File: config.mk
export PLATFORM = sky130hd
export DESIGN_NAME = zbuf_arbiter_flat
export DESIGN_NICKNAME = d
export VERILOG_FILES = /design/src/rtl/zbuf_arbiter_if.sv /design/src/rtl/zbuf_arbiter.sv /design/src/flat_wrapper.sv
export SDC_FILE = /design/constraint.sdc
export NUM_CORES = 1
export LEC_CHECK = 0
export CORE_MARGIN = 2
export CORE_UTILIZATION = 35
export CTS_CLUSTER_DIAMETER = 40
export DETAILED_ROUTE_END_ITERATION = 12
export PLACE_DENSITY = 0.63
export SLEW_MARGIN = 20
export SYNTH_ARGS = -nofsm -noshare
export SYNTH_HDL_FRONTEND = slang
export SYNTH_SLANG_ARGS = --single-unit
File: constraint.sdc
create_clock -name clk -period 2.44 [get_ports clk]
set_input_delay 0.61 -clock clk [delete_from_list [all_inputs] [get_ports clk]]
set_output_delay 0.61 -clock clk [all_outputs]
set_load 0.02 [all_outputs]
File: src/rtl/zbuf_arbiter_if.sv
// Fragment-requester and depth-RAM signal bundle for zbuf_arbiter.
// The arbiter owns the master modport; requesters and the RAM sit on the slave side.
interface zbuf_arbiter_if #(
  parameter int COORD_W = 8,
  parameter int Z_W     = 8
);
  logic                     req_1;
  logic [2*COORD_W+Z_W-1:0] pt_1;
  logic                     ack_1;
  logic                     pass_1;
  logic                     req_2;
  logic [2*COORD_W+Z_W-1:0] pt_2;
  logic                     ack_2;
  logic                     pass_2;
  logic [2*COORD_W-1:0]     mem_addr;
  logic                     mem_rd;
  logic [Z_W-1:0]           mem_rdata;
  logic                     mem_wr;
  logic [Z_W-1:0]           mem_wdata;

  modport master (
    input  req_1, pt_1, req_2, pt_2, mem_rdata,
    output ack_1, pass_1, ack_2, pass_2, mem_addr, mem_rd, mem_wr, mem_wdata
  );

  modport slave (
    output req_1, pt_1, req_2, pt_2, mem_rdata,
    input  ack_1, pass_1, ack_2, pass_2, mem_addr, mem_rd, mem_wr, mem_wdata
  );
endinterface

File: src/rtl/zbuf_arbiter.sv
// Depth-buffer sequencer: round-robin arbitration of two fragment requesters,
// read/compare/conditional-write depth test, and full-buffer clear to Z_MAX.
module zbuf_arbiter #(
  parameter int             COORD_W = 8,
  parameter int             Z_W     = 8,
  parameter logic [Z_W-1:0] Z_MAX   = 8'hFF
) (
  input  logic                 clk,
  input  logic                 rst,
  zbuf_arbiter_if.master       bus,
  input  logic                 clr_start,
  output logic                 clr_busy,
  output logic [15:0]          pass_cnt
);
  localparam int PT_W = 2*COORD_W + Z_W;
  localparam int A_W  = 2*COORD_W;

  typedef enum logic [2:0] {S_IDLE, S_RD, S_CMP, S_WR, S_ACK, S_CLR} state_t;

  state_t          state_q, state_d;
  logic [PT_W-1:0] pt_q, pt_d;
  logic            gnt_q, gnt_d;    // 0: requester 1, 1: requester 2
  logic            last_q, last_d;  // requester granted most recently
  logic            ack_q, ack_d;
  logic            pass_q, pass_d;
  logic            pend_q, pend_d;
  logic [A_W-1:0]  addr_q, addr_d;
  logic [Z_W-1:0]  wdata_q, wdata_d;
  logic [15:0]     cnt_q, cnt_d;

  logic            grant;
  logic            req_g;
  logic [PT_W-1:0] sel_pt;
  logic [Z_W-1:0]  z_q;

  always_ff @(posedge clk or negedge rst) begin
    if (!rst) begin
      state_q <= S_IDLE;
      pt_q    <= '0;
      gnt_q   <= 1'b0;
      last_q  <= 1'b1;
      ack_q   <= 1'b0;
      pass_q  <= 1'b0;
      pend_q  <= 1'b0;
      addr_q  <= '0;
      wdata_q <= '0;
      cnt_q   <= '0;
    end else begin
      state_q <= state_d;
      pt_q    <= pt_d;
      gnt_q   <= gnt_d;
      last_q  <= last_d;
      ack_q   <= ack_d;
      pass_q  <= pass_d;
      pend_q  <= pend_d;
      addr_q  <= addr_d;
      wdata_q <= wdata_d;
      cnt_q   <= cnt_d;
    end
  end

  assign z_q = pt_q[Z_W-1:0];

  always_comb begin
    state_d = state_q;
    pt_d    = pt_q;
    gnt_d   = gnt_q;
    last_d  = last_q;
    ack_d   = ack_q;
    pass_d  = pass_q;
    pend_d  = pend_q;
    addr_d  = addr_q;
    wdata_d = wdata_q;
    cnt_d   = cnt_q;
    grant   = (bus.req_1 && bus.req_2) ? ~last_q : bus.req_2;
    sel_pt  = grant ? bus.pt_2 : bus.pt_1;
    req_g   = gnt_q ? bus.req_2 : bus.req_1;

    if (clr_start && state_q != S_CLR) pend_d = 1'b1;

    case (state_q)
      S_IDLE: begin
        if (pend_q) begin
          state_d = S_CLR;
          pend_d  = 1'b0;
          addr_d  = '0;
          wdata_d = Z_MAX;
        end else if (bus.req_1 || bus.req_2) begin
          state_d = S_RD;
          gnt_d   = grant;
          last_d  = grant;
          pt_d    = sel_pt;
          addr_d  = {sel_pt[COORD_W+Z_W-1 -: COORD_W], sel_pt[PT_W-1 -: COORD_W]};
        end
      end
      S_RD: state_d = S_CMP;
      S_CMP: begin
        if (z_q < bus.mem_rdata) begin
          state_d = S_WR;
          wdata_d = z_q;
        end else begin
          state_d = S_ACK;
          pass_d  = 1'b0;
        end
      end
      S_WR: begin
        state_d = S_ACK;
        pass_d  = 1'b1;
        if (cnt_q != 16'hFFFF) cnt_d = cnt_q + 16'd1;
      end
      S_ACK: begin
        // ack is registered one cycle into ACK and released once req drops
        if (req_g) begin
          ack_d = 1'b1;
        end else begin
          ack_d   = 1'b0;
          state_d = S_IDLE;
        end
      end
      S_CLR: begin
        addr_d = addr_q + 1'b1;
        if (addr_q == '1) state_d = S_IDLE;
      end
      default: state_d = S_IDLE;
    endcase
  end

  assign bus.ack_1     = ack_q & ~gnt_q;
  assign bus.ack_2     = ack_q & gnt_q;
  assign bus.pass_1    = ack_q & ~gnt_q & pass_q;
  assign bus.pass_2    = ack_q & gnt_q & pass_q;
  assign bus.mem_rd    = (state_q == S_RD);
  assign bus.mem_wr    = (state_q == S_WR) || (state_q == S_CLR);
  assign bus.mem_addr  = addr_q;
  assign bus.mem_wdata = wdata_q;
  assign clr_busy      = pend_q || (state_q == S_CLR);
  assign pass_cnt      = cnt_q;
endmodule

File: src/flat_wrapper.sv
// flat-port wrapper written by rule: the top's interface ports become plain ports
module zbuf_arbiter_flat 
#(
  parameter int             COORD_W = 8,
  parameter int             Z_W     = 8,
  parameter logic [Z_W-1:0] Z_MAX   = 8'hFF
)
  (clk, rst, clr_start, clr_busy, pass_cnt, bus_req_1, bus_pt_1, bus_req_2, bus_pt_2, bus_mem_rdata, bus_ack_1, bus_pass_1, bus_ack_2, bus_pass_2, bus_mem_addr, bus_mem_rd, bus_mem_wr, bus_mem_wdata);
  zbuf_arbiter_if #(.COORD_W(COORD_W), .Z_W(Z_W)) bus_i ();
  input  logic clk;
  input  logic rst;
  input  logic clr_start;
  output logic clr_busy;
  output logic [15:0] pass_cnt;
  input wire logic [$bits(bus_i.req_1)-1:0] bus_req_1;
  input wire logic [$bits(bus_i.pt_1)-1:0] bus_pt_1;
  input wire logic [$bits(bus_i.req_2)-1:0] bus_req_2;
  input wire logic [$bits(bus_i.pt_2)-1:0] bus_pt_2;
  input wire logic [$bits(bus_i.mem_rdata)-1:0] bus_mem_rdata;
  output wire logic [$bits(bus_i.ack_1)-1:0] bus_ack_1;
  output wire logic [$bits(bus_i.pass_1)-1:0] bus_pass_1;
  output wire logic [$bits(bus_i.ack_2)-1:0] bus_ack_2;
  output wire logic [$bits(bus_i.pass_2)-1:0] bus_pass_2;
  output wire logic [$bits(bus_i.mem_addr)-1:0] bus_mem_addr;
  output wire logic [$bits(bus_i.mem_rd)-1:0] bus_mem_rd;
  output wire logic [$bits(bus_i.mem_wr)-1:0] bus_mem_wr;
  output wire logic [$bits(bus_i.mem_wdata)-1:0] bus_mem_wdata;
  assign bus_i.req_1 = bus_req_1;
  assign bus_i.pt_1 = bus_pt_1;
  assign bus_i.req_2 = bus_req_2;
  assign bus_i.pt_2 = bus_pt_2;
  assign bus_i.mem_rdata = bus_mem_rdata;
  assign bus_ack_1 = bus_i.ack_1;
  assign bus_pass_1 = bus_i.pass_1;
  assign bus_ack_2 = bus_i.ack_2;
  assign bus_pass_2 = bus_i.pass_2;
  assign bus_mem_addr = bus_i.mem_addr;
  assign bus_mem_rd = bus_i.mem_rd;
  assign bus_mem_wr = bus_i.mem_wr;
  assign bus_mem_wdata = bus_i.mem_wdata;
  zbuf_arbiter #(.COORD_W(COORD_W), .Z_W(Z_W), .Z_MAX(Z_MAX)) u_core (.clk(clk), .rst(rst), .bus(bus_i), .clr_start(clr_start), .clr_busy(clr_busy), .pass_cnt(pass_cnt));
endmodule
==> results of run 1 <==
[worst reg2reg max path: stages, from the launching register on]
cell and delay [ns]:
dfrtp_1 0.46, ha_1 0.27, nand4_1 0.20, or4_4 0.53, o32a_1 0.29, o22ai_1 0.13
[layout make-up]
class / instances / area share (%)
clock buffer: 8 / 1.842
inverter: 13 / 0.9980
multi-input combinational: 271 / 38.69
sequential: 56 / 28.71
tap: 133 / 3.403
timing repair buffer: 133 / 26.36
[cell usage in the layout (no fill, tap or decap), types with 3 or more instances in the layout]
| master | n |
|---|---|
| nor3_1 | 13 |
| dfrtp_1 | 54 |
| nand3_1 | 10 |
| nor2_1 | 33 |
| mux2i_1 | 29 |
| nor4_1 | 9 |
| nor2b_1 | 10 |
| clkbuf_8 | 6 |
| o32a_1 | 5 |
| nor3b_1 | 4 |
| and2_1 | 4 |
| o21ai_1 | 5 |
| nand2_1 | 19 |
| o31ai_1 | 3 |
| a21oi_1 | 23 |
| o21a_1 | 3 |
| xor2_1 | 16 |
| buf_4 | 24 |
| clkdlybuf4s50_1 | 105 |
| a22o_1 | 5 |
| nand4_1 | 11 |
| inv_1 | 13 |
| mux2_2 | 4 |
| ha_1 | 9 |
| o21ai_0 | 8 |
| o211ai_1 | 4 |
| o22ai_1 | 3 |
[routing by layer]
| layer | vias to the layer above | global-route usage, % | wire (microns) |
|---|---|---|---|
| li1 | 1573 | - | - |
| met1 | 1518 | 23.69 | 4271 |
| met2 | 66 | 30.77 | 4742 |
| met3 | 2 | 3.186 | 401 |
| met4 | 0 | 3.138 | 34 |
| met5 | - | 0 | 0 |
[how the worst max path moves through the flow]
stage	from	end	slack, ns	cells past startpoint
floorplan	bus_mem_rdata[1]	u_core.bus.mem_wdata[0]	0.49	6
global placement	bus_mem_rdata[1]	u_core.bus.mem_wdata[0]	-0.10	8
detailed placement	bus_mem_rdata[1]	u_core.bus.mem_wdata[0]	-0.13	8
CTS	u_core.state_q[1]	clr_busy	0.003	4
global route	u_core.state_q[1]	bus_mem_rd	0.02	3
finish	u_core.state_q[1]	bus_mem_rd	0.06	3
[cells by family after synthesis]
kind of cell / count (synthesis)
compound gates: 78
xor+xnor: 16
fa+ha+maj: 9
buf+inv: 33
flops: 56
mux: 34
simple gates: 134
[registers in the layout (all words and copies together), names as in the netlist]
| register | flops |
|---|---|
| u_core.bus.mem_addr | 16 |
| u_core.pass_cnt | 16 |
| u_core.bus.mem_wdata | 8 |
| u_core.pt_q | 8 |
| u_core.state_q | 3 |
| u_core.ack_q | 1 |
| u_core.gnt_q | 1 |
| u_core.last_q | 1 |
| u_core.pass_q | 1 |
| u_core.pend_q | 1 |
[stage by stage]
step | setup WS, ns | TNS (ns) | utilization, % | hold WS (ns) | cells
after floorplan | 0.4903 | 0 | - | 0.3144 | 360
after global placement | -0.1031 | -0.8915 | 49.47 | 0.4839 | 603
after detailed placement | -0.1296 | -1.016 | 49.47 | 0.4861 | 603
after CTS | 0.003083 | 0 | 50.47 | 0.2687 | 611
after global routing | 0.01510 | 0 | 50.73 | 0.2779 | 614
final | 0.05573 | 0 | 50.73 | 0.2568 | 614
[what timing repair did]
item	4_1_cts	5_1_grt
endpoints found under the setup margin	2	1
resized for setup	2	1
setup buffers	0	3
[power by group]
group | internal (uW) | total (uW) | switching (uW) | leakage [uW]
Sequential | 1240 | 1610 | 373 | 0.000681
Combinational | 1270 | 2620 | 1350 | 0.00131
Clock | 233 | 524 | 291 | 0.0000455
Total | 2740 | 4750 | 2010 | 0.00203
==> results.yml, run 1 <==
yosys:
  synthAdderAreaFrac_pct: 3.281
  synth-xor-area-share_pct: 4.083
  synthFlopType: "dfrtp_1"
  ys_seq_elements: 56
  syn_area_sq_mm: 0.003432
  synth_edf_count: 0
  async_reset_ff_share_pct: 100.0
  ys_warn_count: 0
  yosysTopAreaCell: "dfrtp_1"
  yosysMostFrequentCell: "dfrtp_1"
  syn_area_per_cell_sq_um: 9.533
  synth-compound-area-share_pct: 15.46
  synth_top_family_by_area: "simple AND/OR/NAND/NOR gates"
  yosys-top-cells-count: "dfrtp_1 (55), nor2_1 (33), mux2i_1 (29)"
  synth.distinct_cells: 60
  synth_fp_nets: 430
  ys_seq_area_share_pct: 40.87
  yosys.area_share.simple_pct: 21.73
  synth_area_leaders: "dfrtp_1 (40%), mux2i_1 (8.5%), xor2_1 (4.1%), nor2_1 (3.6%), a21oi_1 (3.4%)"
  synth_top_area_share_pct: 40.10
  syn_inst: 360
  synthMuxAreaShare_pct: 10.10
finish:
  n_fill_cell: 957
  syn_to_final_growth_pct: 42.47
  num-nets-final: 550
  n_antenna_cell: 0
  regArea_sq_mm: 0.001404
  drive_gt1_share_pct: 9.979
  postLayoutCellArea_sq_mm: 0.004890
  multi_input_area_sq_mm: 0.001892
place:
  io_buffer_count: 107
  place_hpwl_microns: 7248
  placed_area_sq_mm: 0.004768
  place.gp.congestion: 0.9211
sta:
  slew_headroom_pct: 63.45
  finalSetupViolCount: 0
  period_needed_ns: 2.384
  rsz0062_at_grt: "false"
  drv_slew: 0
  finalHoldViolations: 0
  max_freq_mhz: 419.4
  worst_pin_slew_ns: 0.5483
  fin_crit_sh_pct: 97.72
  skew_ns: 0.005832
power_and_ir_drop:
  power.density_mw_per_mm2: 972.4
  peakVddDrop_uv: 419.3
  p_leak_uw: 0.002035
  total_power_uw: 4755
routing:
  drc: 0
  viasPerCell: 5.145
  drt-initial-drc-count: 103
  wl_per_cell_microns: 15.39
  firstDrtPassIters: 4
  vias: 3159
  drt-total-wl_microns: 9449
  drtAntennaViolNets: 0
grt:
  grt_pass1_vias: 3063
  grt_usage_pct: 17.81
  grt_max_degree: 23
  grt_pass1_wl_microns: 14920
  antenna_found_initial: 0
  overflow: 0
setup_path:
  worstRegToRegCells: 5
  path_class: "reg2out"
  critPathCaptureType: "output pin"
  start_kind: "flop"
  worstReg2RegStart: "u_core.bus.mem_addr[0]"
  critPathSlowestCell: "clkdlybuf4s50_1"
  rrSetupSlack_ns: 0.47
  arrival_ns: 1.77
  worst-path-buf-inv: 2
  crit_required_ns: 1.83
  critPathMaxFanout: 6
  critical_path.top_delay_family: "buffers and inverters"
  cpPeakStageDelay_ns: 0.65
  path_cells: "buf_4 > nor3b_2 > clkdlybuf4s50_1"
  reg2reg_to: "u_core.bus.mem_addr[14]"
hold_path:
  hp-class: "in2async"
floorplan:
  row_count: 36
  dieArea_sq_mm: 0.01061
  start_util_pct: 35.60
  die_h_microns: 103.0
  ios: 108
  core_sq_mm: 0.009639
  die_w_microns: 103.0
cts:
  hold_buffers: 0
  cts_made_buffers: 5
  clk_path_buf_depth: 2
  cts.reportedPaths.clkPinSlew_ns: 0.10
  clkLatencyLatePin_ns: 0.30
  clockRootBuffer: "clkbuf_8"
  clkSinkCount: 56
  cts_tree: "done"
  ctsHtreeMaxLevel: 2
status:
  status: "complete, no violations"
flow_run:
  timing.max_cap.violations: 0
No activity file was read; power rests on OpenSTA's default activity.
==> run 2, diff against run 1 <==
--- a/config.mk
+++ b/config.mk
@@ -5,8 +5,9 @@
 export SDC_FILE = /design/constraint.sdc
 export NUM_CORES = 1
 export LEC_CHECK = 0
-export CORE_MARGIN = 2
+export CORE_MARGIN = 4
 export CORE_UTILIZATION = 35
+export CTS_BUF_LIST = sky130_fd_sc_hd__clkbuf_4
 export CTS_CLUSTER_DIAMETER = 40
 export DETAILED_ROUTE_END_ITERATION = 12
 export PLACE_DENSITY = 0.63
==> constraint.sdc (replaced) <==
create_clock -name clk -period 3.02 [get_ports clk]
set_input_delay 0.755 -clock clk [delete_from_list [all_inputs] [get_ports clk]]
set_output_delay 0.755 -clock clk [all_outputs]
set_load 0.02 [all_outputs]
==> run 2 against run 1 <==
Worst setup slack gained 0.17 ns. Routed wire length grew 1.2%. First-iteration DRC count grew 80%. Power shrank 23%. Final cell count shrank 2.1%. Global-route usage shrank 1.0 points. Flip-flop and latch count is the same. Die area grew 7.9%. Critical path depth grew 1. Design area shrank 3.0%.
==> results.yml, run 2 (same netlist as run 1, synthesis figures left out) <==
status:
  status: "complete, no violations"
place:
  place.gp.congestion: 0.9076
  place_hpwl_microns: 7368
  io_buffer_count: 107
cts:
  clockRootBuffer: "clkbuf_4"
  clk_path_buf_depth: 2
  post-cts-setup-buffers: 0
  cts_made_buffers: 5
  hold_buffers: 0
  ctsHtreeMaxLevel: 2
  clkLatencyLatePin_ns: 0.38
  ctsResizeCount: 0
  cts.reportedPaths.clkPinSlew_ns: 0.17
  cts_tree: "done"
  clkSinkCount: 56
setup_path:
  critPathMaxFanout: 14
  arrival_ns: 2.04
  start_kind: "flop"
  critPathSlowestCell: "dfrtp_1"
  rrSetupSlack_ns: 1.00
  cpPeakStageDelay_ns: 0.64
  worstRegToRegCells: 5
  worstReg2RegStart: "u_core.bus.mem_addr[0]"
  path_class: "reg2out"
  critPathCaptureType: "output pin"
  crit_required_ns: 2.26
  critical_path.top_delay_family: "buffers and inverters"
  path_cells: "and3b_1 > nor2_1 > inv_1 > clkdlybuf4s50_1"
  reg2reg_to: "u_core.bus.mem_addr[14]"
  worst-path-buf-inv: 2
routing:
  drt-total-wl_microns: 9562
  drtAntennaViolNets: 0
  maxUsedRoutingLayer: "met4"
  drt-initial-drc-count: 185
  drc: 0
  viasPerCell: 5.265
  vias: 3164
  met2_length_microns: 4530
  met3WireLength_microns: 611
  firstDrtPassIters: 4
  wl_per_cell_microns: 15.91
  m1WireLength_microns: 4315
grt:
  grt_pass1_wl_microns: 15660
  overflow: 0
  antenna_found_initial: 1
  grt_usage_pct: 16.80
  grt_max_degree: 23
  grt_pass1_vias: 3115
power_and_ir_drop:
  p_leak_uw: 0.001960
  power.density_mw_per_mm2: 772.3
  peakVddDrop_uv: 354.3
floorplan:
  ios: 108
  die_w_microns: 107.0
  dieArea_sq_mm: 0.01145
  start_util_pct: 36.62
  row_count: 35
  die_h_microns: 107.0
  core_sq_mm: 0.009371
sta:
  finalSetupViolCount: 0
  skew_ns: 0.01338
  hold-worst-slack_ns: 0.3019
  max_freq_mhz: 358.1
  finalHoldViolations: 0
  slew_headroom_pct: 63.24
  rsz0062_at_grt: "false"
  period_needed_ns: 2.793
  drv_slew: 0
  tns_ns: 0
  worst_pin_slew_ns: 0.5464
  fin_crit_sh_pct: 92.48
finish:
  layout_commonest_cell: "clkdlybuf4s50_1"
  num-nets-final: 540
  syn_to_final_growth_pct: 38.24
  n_fill_cell: 898
  drive_gt1_share_pct: 7.856
  regArea_sq_mm: 0.001403
  layout_common_cells: "clkdlybuf4s50_1 (106), dfrtp_1 (55), nor2_1 (33), mux2i_1 (29), a21oi_1 (23)"
  multi_input_area_sq_mm: 0.001887
flow_run:
  timing.max_cap.violations: 0
hold_path:
  hp-class: "in2async"
## run 2: changes by cell type in the layout (fill, tap and decap cells not counted), moves of 2 or more
cell      delta
buf_4        -8
buf_12       -2
clkbuf_1     -2
clkbuf_8     -6
clkbuf_4     +7
## run 2: stage by stage
step / std cells / power, uW / setup slack [ns] / area (sq um) / utilization, %
5_1_grt: 601 / 3965 / 0.06872 / 4745 / 50.63
6_report: 601 / 3664 / 0.2271 / 4745 / 50.63
3_5_place_dp: 592 / 3340 / 0.2343 / 4686 / 50.00
2_1_floorplan: 360 / 2531 / 0.9253 / 3432 / -
3_3_place_gp: 592 / 3277 / 0.3061 / 4686 / 50.00
4_1_cts: 600 / 3688 / 0.1917 / 4742 / 50.60
## run 2: layout make-up
| cell class | instances | share of cell area, % |
|---|---|---|
| Timing Repair Buffer | 123 | 25.00 |
| Inverter | 13 | 1.028 |
| Tap cell | 129 | 3.402 |
| Antenna cell | 1 | 0.05274 |
| Sequential cell | 56 | 29.56 |
| Clock inverter | 1 | 0.07911 |
| Multi-Input combinational cell | 271 | 39.77 |
| Clock buffer | 7 | 1.108 |
## run 2: worst max path at each step
stage                            from                 endpoint  slack (ns)  cells after the start
finish              u_core.state_q[1]                 clr_busy        0.23                      4
global placement            bus_req_2  u_core.bus.mem_addr[11]        0.31                      6
detailed placement          bus_req_2  u_core.bus.mem_addr[11]        0.23                      6
global route        u_core.state_q[2]                 clr_busy        0.07                      4
CTS                 u_core.state_q[0]               bus_mem_rd        0.19                      2
floorplan            bus_mem_rdata[1]  u_core.bus.mem_wdata[0]        0.93                      6
## run 2: power by group
group,internal [uW],switching (uW)
Clock,108,241
Sequential,997,342
Combinational,945,1030
## run 2: worst reg2reg max path, delay by kind of cell, from the launching register on
family                     cells  cell delay [ns]
adders and majority gates      1             0.29
and+or+nand+nor                2             0.76
AOI/OAI and AO/OA              2             0.42
DFF                            1             0.48
## run 2: metal layers
layer	GRT usage, %	up-vias
met2	27.35	96
met1	22.80	1503
li1	-	1558
met5	0	-
met3	3.311	7
met4	4.475	0
==> run 3, diff against run 2 <==
--- a/config.mk
+++ b/config.mk
@@ -11,6 +11,7 @@
 export CTS_CLUSTER_DIAMETER = 40
 export DETAILED_ROUTE_END_ITERATION = 12
 export PLACE_DENSITY = 0.63
+export SETUP_SLACK_MARGIN = 0.3
 export SLEW_MARGIN = 20
 export SYNTH_ARGS = -nofsm -noshare
 export SYNTH_HDL_FRONTEND = slang
==> run 3 against run 2 <==
Via count barely moved. Sequential power barely moved. Combinational power barely moved. Critical path depth fell by 1. Power rose by 0.20%. Utilization rose by 0.12 points. Critical path type unchanged.
==> results.yml, run 3 (same netlist as run 1, synthesis figures left out) <==
status:
  status: "complete, no violations"
cts:
  clk_path_buf_depth: 2
  hold_buffers: 0
  clkSinkCount: 56
  ctsHtreeMaxLevel: 2
  cts_made_buffers: 5
  clockRootBuffer: "clkbuf_4"
  cts_tree: "done"
  cts.reportedPaths.clkPinSlew_ns: 0.17
  clkLatencyLatePin_ns: 0.39
  post-cts-setup-buffers: 0
setup_path:
  arrival_ns: 1.88
  worstReg2RegStart: "u_core.bus.mem_addr[0]"
  path_class: "reg2out"
  critPathMaxFanout: 15
  reg2reg_to: "u_core.bus.mem_addr[14]"
  critPathCaptureType: "output pin"
  cp.depth: 3
  crit_required_ns: 2.26
  critPathSlowestCell: "clkdlybuf4s50_1"
  path_cells: "nand3b_2 > nand2_1 > clkdlybuf4s50_1"
  worst-path-buf-inv: 1
  worstRegToRegCells: 5
  cpPeakStageDelay_ns: 0.63
  start_kind: "flop"
  critical_path.top_delay_family: "buffers and inverters"
  rrSetupSlack_ns: 1.00
grt:
  grt_pass1_vias: 3120
  overflow: 0
  antenna_found_initial: 1
  grt_usage_pct: 16.83
  grt_pass1_wl_microns: 15680
  grt_max_degree: 23
sta:
  slew_headroom_pct: 63.25
  finalHoldViolations: 0
  hold-worst-slack_ns: 0.2976
  rsz0062_at_grt: "false"
  max_freq_mhz: 379.6
  period_needed_ns: 2.634
  finalSetupViolCount: 0
  drv_slew: 0
  tns_ns: 0
  fin_crit_sh_pct: 87.23
  worst_pin_slew_ns: 0.5462
  finalWorstSetupSlack_ns: 0.3855
  skew_ns: 0.01383
floorplan:
  die_w_microns: 107.0
  core_sq_mm: 0.009371
  row_count: 35
  start_util_pct: 36.62
  dieArea_sq_mm: 0.01145
  ios: 108
  die_h_microns: 107.0
finish:
  drive_gt1_share_pct: 8.705
  layout_common_cells: "clkdlybuf4s50_1 (105), dfrtp_1 (52), nor2_1 (33), mux2i_1 (29), a21oi_1 (23)"
  layout_commonest_cell: "clkdlybuf4s50_1"
  n_fill_cell: 900
  post-route-util_pct: 50.75
  num-nets-final: 540
  syn_to_final_growth_pct: 38.57
place:
  io_buffer_count: 107
  dp_slack_ns: 0.2343
  place.gp.congestion: 0.9076
  place_hpwl_microns: 7368
routing:
  vias: 3166
  viasPerCell: 5.268
  firstDrtPassIters: 6
  drtAntennaViolNets: 0
  maxUsedRoutingLayer: "met4"
  drc: 0
  met3WireLength_microns: 564
  drt-initial-drc-count: 193
  met2_length_microns: 4534
  m1WireLength_microns: 4358
  drt-total-wl_microns: 9579
  wl_per_cell_microns: 15.94
power_and_ir_drop:
  p_leak_uw: 0.001964
  total_power_uw: 3672
  power.density_mw_per_mm2: 772.0
  peakVddDrop_uv: 356.2
flow_run:
  timing.max_cap.violations: 0
hold_path:
  hp-class: "in2async"
==> run 3: metrics by stage <==
| stage | instance area (sq um) | cells |
|---|---|---|
| global placement | 4686 | 592 |
| global route | 4756 | 601 |
| detailed placement | 4686 | 592 |
| floorplan | 3432 | 360 |
| CTS | 4746 | 600 |
| finish | 4756 | 601 |
==> run 3: layout make-up <==
type	instances	area (sq um)	share of cell area, %
multi-input cells	271	1892	39.78
flip-flops and latches	56	1406	29.57
repair buffers	123	1189	24.99
well taps	129	161.4	3.394
clock buffers	7	52.55	1.105
inverters	13	48.80	1.026
clock inverters	1	3.754	0.07893
diodes	1	2.502	0.05262
==> run 3: routing by layer <==
layer | up-vias | GRT usage, %
met3 | 8 | 3.311
met5 | - | 0
met2 | 92 | 27.39
met1 | 1508 | 22.84
met4 | 0 | 4.475
li1 | 1558 | -
==> run 3: power by group <==
group	internal [uW]	total [uW]	switching [uW]	leakage, uW
clock	108	351	242	0.0000338
combinational	946	1970	1030	0.00125
sequential	1000	1350	345	0.000679
total	2060	3670	1620	0.00196
==> run 3: worst max-delay path by stage <==
stage,from,to,slack (ns)
after floorplan,bus_mem_rdata[1],u_core.bus.mem_wdata[0],0.93
after global placement,bus_req_2,u_core.bus.mem_addr[11],0.31
after detailed placement,bus_req_2,u_core.bus.mem_addr[11],0.23
after CTS,u_core.state_q[2],bus_mem_rd,0.29
after global routing,u_core.state_q[2],bus_mem_wr,0.29
final,u_core.state_q[2],bus_mem_wr,0.39
==> run 3: repair_timing <==
item | in CTS | in global routing
hold endpoints to repair | 0 | 0
endpoints found under the setup margin | 3 | 2
resized for setup | 3 | 2
